File: config.mk
export PLATFORM = sky130hd
export DESIGN_NAME = md5_compress_engine_flat
export DESIGN_NICKNAME = d
export VERILOG_FILES = /design/src/rtl/md5_compress_engine_if.sv /design/src/rtl/md5_compress_engine.sv /design/src/flat_wrapper.sv
export SDC_FILE = /design/constraint.sdc
export NUM_CORES = 2
export LEC_CHECK = 0
export CAP_MARGIN = 30
export CELL_PAD_IN_SITES_DETAIL_PLACEMENT = 1
export CELL_PAD_IN_SITES_GLOBAL_PLACEMENT = 2
export CORE_ASPECT_RATIO = 0.6
export CORE_MARGIN = 10
export CORE_UTILIZATION = 35
export DETAILED_ROUTE_END_ITERATION = 8
export PLACE_DENSITY_LB_ADDON = 0.1
export SYNTH_ARGS = -nofsm -noshare
export SYNTH_HDL_FRONTEND = slang
export SYNTH_SLANG_ARGS = --single-unit
File: constraint.sdc
create_clock -name clk_i -period 22.7 [get_ports clk_i]
set_input_delay 4.54 -clock clk_i [delete_from_list [all_inputs] [get_ports clk_i]]
set_output_delay 4.54 -clock clk_i [all_outputs]
set_load 0.01 [all_outputs]
File: src/rtl/md5_compress_engine_if.sv
// Block-level bus for the MD5 compression engine: start/abort handshake,
// message block and chaining value in, status and digest out.
interface md5_compress_engine_if;
  logic         start_i;
  logic         abort_i;
  logic [511:0] M_i;
  logic [127:0] H_i;
  logic         ready_o;
  logic         busy_o;
  logic         done_o;
  logic [127:0] H_o;

  // Requester side drives the block and observes status
  modport master (
    output start_i, abort_i, M_i, H_i,
    input  ready_o, busy_o, done_o, H_o
  );

  // Engine side
  modport slave (
    input  start_i, abort_i, M_i, H_i,
    output ready_o, busy_o, done_o, H_o
  );
endinterface

File: src/rtl/md5_compress_engine.sv
// MD5 single-block compression engine. Runs the 64 RFC 1321 steps,
// STEPS_PER_CYC at a time, and optionally adds the chaining input back in.
module md5_compress_engine #(
  parameter int unsigned STEPS_PER_CYC = 1,
  parameter bit          FEED_FWD      = 1'b1
) (
  input logic                  clk_i,
  input logic                  rst_i,
  md5_compress_engine_if.slave bus
);

  if (!(STEPS_PER_CYC == 1 || STEPS_PER_CYC == 2 || STEPS_PER_CYC == 4)) begin : g_bad_steps
    $error("md5_compress_engine: STEPS_PER_CYC must be 1, 2 or 4");
  end

  localparam logic [1:0] StIdle = 2'd0;
  localparam logic [1:0] StRun  = 2'd1;
  localparam logic [1:0] StDone = 2'd2;

  // Counter value at the start of the final RUN cycle
  localparam logic [5:0] LastStep = 6'(64 - STEPS_PER_CYC);
  localparam logic [5:0] StepInc  = 6'(STEPS_PER_CYC);

  localparam logic [31:0] KTable [64] = '{
    32'hd76aa478, 32'he8c7b756, 32'h242070db, 32'hc1bdceee,
    32'hf57c0faf, 32'h4787c62a, 32'ha8304613, 32'hfd469501,
    32'h698098d8, 32'h8b44f7af, 32'hffff5bb1, 32'h895cd7be,
    32'h6b901122, 32'hfd987193, 32'ha679438e, 32'h49b40821,
    32'hf61e2562, 32'hc040b340, 32'h265e5a51, 32'he9b6c7aa,
    32'hd62f105d, 32'h02441453, 32'hd8a1e681, 32'he7d3fbc8,
    32'h21e1cde6, 32'hc33707d6, 32'hf4d50d87, 32'h455a14ed,
    32'ha9e3e905, 32'hfcefa3f8, 32'h676f02d9, 32'h8d2a4c8a,
    32'hfffa3942, 32'h8771f681, 32'h6d9d6122, 32'hfde5380c,
    32'ha4beea44, 32'h4bdecfa9, 32'hf6bb4b60, 32'hbebfbc70,
    32'h289b7ec6, 32'heaa127fa, 32'hd4ef3085, 32'h04881d05,
    32'hd9d4d039, 32'he6db99e5, 32'h1fa27cf8, 32'hc4ac5665,
    32'hf4292244, 32'h432aff97, 32'hab9423a7, 32'hfc93a039,
    32'h655b59c3, 32'h8f0ccc92, 32'hffeff47d, 32'h85845dd1,
    32'h6fa87e4f, 32'hfe2ce6e0, 32'ha3014314, 32'h4e0811a1,
    32'hf7537e82, 32'hbd3af235, 32'h2ad7d2bb, 32'heb86d391
  };

  // Rotate amounts indexed by {round, t mod 4}
  localparam logic [4:0] RotTable [16] = '{
    5'd7, 5'd12, 5'd17, 5'd22,
    5'd5, 5'd9,  5'd14, 5'd20,
    5'd4, 5'd11, 5'd16, 5'd23,
    5'd6, 5'd10, 5'd15, 5'd21
  };

  // One MD5 step on packed {D,C,B,A}; returns the new {D,C,B,A}
  function automatic logic [127:0] md5_step(input logic [127:0] st, input logic [5:0] t,
                                            input logic [511:0] m);
    logic [31:0] a, b, c, d, f, sum, rot;
    logic [3:0]  t4, g;
    logic [4:0]  s;
    a  = st[31:0];
    b  = st[63:32];
    c  = st[95:64];
    d  = st[127:96];
    t4 = t[3:0];
    // Message indices are mod 16, so 4-bit wraparound does the reduction
    case (t[5:4])
      2'd0:    begin f = (b & c) | (~b & d); g = t4;                       end
      2'd1:    begin f = (b & d) | (c & ~d); g = t4 + (t4 << 2) + 4'd1;    end
      2'd2:    begin f = b ^ c ^ d;          g = t4 + (t4 << 1) + 4'd5;    end
      default: begin f = c ^ (b | ~d);       g = (t4 << 3) - t4;           end
    endcase
    s   = RotTable[{t[5:4], t[1:0]}];
    sum = a + f + KTable[t] + m[32*g +: 32];
    rot = (sum << s) | (sum >> (6'd32 - {1'b0, s}));
    return {c, b, b + rot, d};
  endfunction

  logic [1:0]   r_state;
  logic [5:0]   r_step;
  logic [511:0] r_m;
  logic [127:0] r_h_in;
  logic [127:0] r_st;
  logic [127:0] r_h_o;

  logic [1:0]   w_state_nxt;
  logic [127:0] w_next;
  logic [127:0] w_res;
  logic         w_ready;
  logic         w_done;
  logic         w_accept;
  logic         w_last;

  assign w_ready  = (r_state != StRun);
  assign w_done   = (r_state == StDone) && !bus.abort_i;
  assign w_last   = (r_step == LastStep);
  // Abort in DONE outranks a start; in IDLE abort is ignored
  assign w_accept = bus.start_i && w_ready && !(bus.abort_i && r_state == StDone);

  assign bus.ready_o = w_ready;
  assign bus.busy_o  = (r_state == StRun);
  assign bus.done_o  = w_done;
  // Digest is visible combinationally in the DONE cycle, then held in r_h_o
  assign bus.H_o     = w_done ? w_res : r_h_o;

  // Chain STEPS_PER_CYC consecutive steps starting at the current counter
  always_comb begin
    w_next = r_st;
    for (int k = 0; k < STEPS_PER_CYC; k++) begin
      w_next = md5_step(w_next, r_step + 6'(k), r_m);
    end
  end

  // Final result, with or without the chaining feed-forward
  always_comb begin
    w_res = '0;
    for (int j = 0; j < 4; j++) begin
      w_res[32*j +: 32] = FEED_FWD ? r_h_in[32*j +: 32] + r_st[32*j +: 32] : r_st[32*j +: 32];
    end
  end

  // Next-state decode
  always_comb begin
    w_state_nxt = r_state;
    case (r_state)
      StIdle: if (w_accept) w_state_nxt = StRun;
      StRun: begin
        if (bus.abort_i)  w_state_nxt = StIdle;
        else if (w_last)  w_state_nxt = StDone;
      end
      StDone: w_state_nxt = w_accept ? StRun : StIdle;
      default: w_state_nxt = StIdle;
    endcase
  end

  // State register
  always_ff @(posedge clk_i) begin
    if (rst_i) r_state <= StIdle;
    else       r_state <= w_state_nxt;
  end

  // Block latch on acceptance, step datapath while running
  always_ff @(posedge clk_i) begin
    if (rst_i) begin
      r_step <= '0;
      r_m    <= '0;
      r_h_in <= '0;
      r_st   <= '0;
    end else if (w_accept) begin
      r_step <= '0;
      r_m    <= bus.M_i;
      r_h_in <= bus.H_i;
      r_st   <= bus.H_i;
    end else if (r_state == StRun) begin
      r_st <= w_next;
      if (!w_last) r_step <= r_step + StepInc;
    end
  end

  // Hold the last delivered digest
  always_ff @(posedge clk_i) begin
    if (rst_i)       r_h_o <= '0;
    else if (w_done) r_h_o <= w_res;
  end

endmodule

File: src/flat_wrapper.sv
// flat-port wrapper written by rule: the top's interface ports become plain ports
module md5_compress_engine_flat 
#(
  parameter int unsigned STEPS_PER_CYC = 1,
  parameter bit          FEED_FWD      = 1'b1
)
  (clk_i, rst_i, bus_start_i, bus_abort_i, bus_M_i, bus_H_i, bus_ready_o, bus_busy_o, bus_done_o, bus_H_o);
  md5_compress_engine_if bus_i ();
  input logic clk_i;
  input logic rst_i;
  input wire logic [$bits(bus_i.start_i)-1:0] bus_start_i;
  input wire logic [$bits(bus_i.abort_i)-1:0] bus_abort_i;
  input wire logic [$bits(bus_i.M_i)-1:0] bus_M_i;
  input wire logic [$bits(bus_i.H_i)-1:0] bus_H_i;
  output wire logic [$bits(bus_i.ready_o)-1:0] bus_ready_o;
  output wire logic [$bits(bus_i.busy_o)-1:0] bus_busy_o;
  output wire logic [$bits(bus_i.done_o)-1:0] bus_done_o;
  output wire logic [$bits(bus_i.H_o)-1:0] bus_H_o;
  assign bus_i.start_i = bus_start_i;
  assign bus_i.abort_i = bus_abort_i;
  assign bus_i.M_i = bus_M_i;
  assign bus_i.H_i = bus_H_i;
  assign bus_ready_o = bus_i.ready_o;
  assign bus_busy_o = bus_i.busy_o;
  assign bus_done_o = bus_i.done_o;
  assign bus_H_o = bus_i.H_o;
  md5_compress_engine #(.STEPS_PER_CYC(STEPS_PER_CYC), .FEED_FWD(FEED_FWD)) u_core (.clk_i(clk_i), .rst_i(rst_i), .bus(bus_i));
endmodule
==> impl_results.md <==
* CP Max Fanout at 33
* Relative slew slack at 17.56%
* Clock sinks at 904
* Number of global-route vias before repair at 57530
* Layout cells sized above 1 at 6.527%
* Max IR drop VDD at 0.07320 mV
* Static Leak at 27.32 nW
* Num CTS Buffers at 98
* Die Wd at 534.4 um
* Initial core utilization at 35.16%
* Fin crit share at 61.66%
* Nets@finish at 8844
* Crit Path Category: reg2reg
* Final-report max-slew violation count at 0
* Row count at 113
* Most frequent cells in the layout: 1932 x nand2_1, 1036 x a21oi_1, 900 x dfxtp_1
* Clk_skew at 0.05641 ns
* Die ar. at 0.1756 mm2
* Post-DP HPWL at 224900 um
* Met1 usage at 46.26%
* Grt peak-use layer: met1
* Synth area leaders: dfxtp_1 33%, nand2_1 13%, a21oi_1 9.3%, mux4_2 5.5%, ha_1 4.8%
* Commonest non-fill, non-tap cell in the layout: nand2_1
* Setup violators final at 0
* Fin util at 43.50%
* Final Cell Area at 0.06876 mm2
* Primary FF master, synth: dfxtp_1
* Area growth syn-to-layout at 23.74%
* H-Tree Depth at 3
* Core region area at 0.1581 mm2
* Port Buf Inserts at 774
* RSZ-0062 raised after global routing: false
* Largest net degree at the start of global routing at 220
* Met3 GRT Util at 8.037%
* Worst setup EP type: register
* P_int at 3.898 mW
* Syn Nets at 8366
* Clock Power Share at 25.1%
* All-Layer GR Usage at 31.47%
* Worst setup margin at 8.703 ns
* Root Buffer: clkbuf_16
* Least-Margin Pin Slew at 1.205 ns
* GRT overflow at 0
* DR vias at 58500
* Asr flop ratio synth at 0%
* Post-layout min period at 14.00 ns
* IO Pins at 775
* Hold_ws at 0.4528 ns
* Final antenna-violating net count at 0
* # fillers at 19250
* F_max at 71.44 MHz
* Initial antenna violation count at 32
* Yosys reg bits at 904
* CP top delay family: compound AO/OA/AOI/OAI gates
* CP most frequent cell: a21oi_1
* Critical path startpoint category: register
* Outcome: finished, final reports clean
* Power density cells at 102.2 mW/mm2
* Pre-CTS setup slack at 9.274 ns
* Max-cap violations at 0
* Top-area cell type share of the netlist area at 32.57%
* TritonCTS clock tree: built
* Critical Path Slowest Stage Cell: ha_1
* Via density at 5.768
* Mapped Avg Cell Area at 7.469 um2
* Post-Route WL at 290300 um
* Initial DRC Count at 6474
* CTS max path bufs at 3
* DR pass1 iterations at 6
* Area leader, netlist: dfxtp_1
* Power share of the combinational group at 48.2%
* CTS hold repair buffers at 0
* Psw at 3.127 mW
* Unique masters post-synth at 87
* Crit path buffers/inverters at 5
* Placed cell area at 0.06515 mm2
* Post-synth EDFFs at 0
* Net Sw Frac at 44.51%
* Post-Syn Area at 0.05557 mm2
* Worst EP arrival at 14.62 ns
* Worst-Skew Late Latency at 0.76 ns
* Cells after Synth at 7440
* Reg power frac at 26.7%
* WL/cell at 28.62 um
* Die Height at 328.7 um
* Worst-path clk slew at 0.07 ns
* Setup Fix Bufs, Post-CTS at 0
* Post_cts resized at 0
* Setup TNS at 0 ns
* Grt met2 use at 45.77%
* Register area share after synthesis at 32.57%
* RePlAce Congestion at 0.9617
* # DRC at 0
* Hold crit path type: reg2reg
* Final hold violation count at 0
* CP peak stage delay at 0.88 ns
* CP required at 23.33 ns
* Ys Warns at 0
* First-pass GRT wire length at 415100 um
[through the flow]
step                cells  power (mW)
finish              10140       7.025
global route        10140       7.377
CTS                 10120       6.925
detailed placement   9935       5.149
global placement     9921       5.125
floorplan            7440       3.842
[power by group through the flow]
stage	combinational, mW	sequential, mW	clock, mW
floorplan	2.03	1.81	0
global placement	3.23	1.89	0
detailed placement	3.25	1.90	0
CTS	3.28	1.86	1.79
global route	3.64	1.88	1.86
finish	3.39	1.88	1.76
[cell families (layout without fill, tap and decap cells)]
| logic type | Yosys count | count (layout) | share of synthesized area [%] |
|---|---|---|---|
| buffers and inverters | 770 | 1328 | 5.241 |
| DFF | 904 | 904 | 32.57 |
| muxes | 212 | 212 | 6.926 |
| adders and majority gates | 282 | 282 | 7.268 |
| and+or+nand+nor | 2929 | 2929 | 21.84 |
| AOI/OAI and AO/OA | 2160 | 2160 | 23.20 |
| other | 0 | 18 | 0 |
| xor gates and xnor gates | 183 | 183 | 2.956 |
[sequential cells by signal (all words and copies together) (netlist names)]
signal,count
u_core.r_h_in,128
u_core.r_h_o,128
u_core.r_m,512
u_core.r_st,128
u_core.r_state,2
u_core.r_step,6
[synthesized netlist by cell type, types with 25 or more instances]
master / n
fa_1: 68
o21ai_0: 372
a211oi_1: 105
nand2b_1: 32
mux2i_1: 56
or3_1: 25
mux4_2: 136
xor2_1: 41
nor3_1: 138
and3_1: 29
dfxtp_1: 904
inv_1: 234
xnor2_1: 139
a21o_1: 98
o21a_1: 41
a221oi_1: 34
ha_1: 214
a31oi_1: 97
o221ai_1: 41
nor3b_1: 30
nand3_1: 87
o31ai_1: 28
buf_1: 86
and2_1: 112
clkbuf_1: 431
a21oi_1: 1036
o22ai_1: 35
nand2_1: 1932
nor2_1: 461
o211ai_1: 47
[tightest hold or removal path, delay by kind of cell, from the launching register on]
family	cells	cell delay (ns)
AOI/OAI and AO/OA	1	0.05
DFF	1	0.31
and+or+nand+nor	1	0.05
[cell type report]
class / count / area (um2) / area share, %
Antenna cell: 18 / 45.04 / 0.06551
Clock buffer: 127 / 2803 / 4.076
Clock inverter: 53 / 651.9 / 0.9480
Inverter: 239 / 900.9 / 1.310
Multi-Input combinational cell: 5766 / 34680 / 50.43
Sequential cell: 904 / 18110 / 26.34
Tap cell: 2127 / 2661 / 3.870
Timing Repair Buffer: 909 / 8911 / 12.96
[final timing paths]
check	start	end	slack, ns	cells after the start
worst max-delay path	u_core.r_step[0]	u_core.r_st[60]	8.70	42
worst min-delay path	u_core.r_m[128]	u_core.r_m[128]	0.45	2
worst max register to register	u_core.r_step[0]	u_core.r_st[60]	8.70	42
worst min register to register	u_core.r_m[128]	u_core.r_m[128]	0.45	2
[routing by layer]
| metal | share of wire (%) | vias to the layer above |
|---|---|---|
| li1 | - | 26830 |
| met1 | 47 | 29360 |
| met2 | 42 | 2033 |
| met3 | 8.7 | 278 |
| met4 | 2.1 | 2 |
| met5 | 0.0024 | - |
No activity file was read; power rests on OpenSTA's default activity.
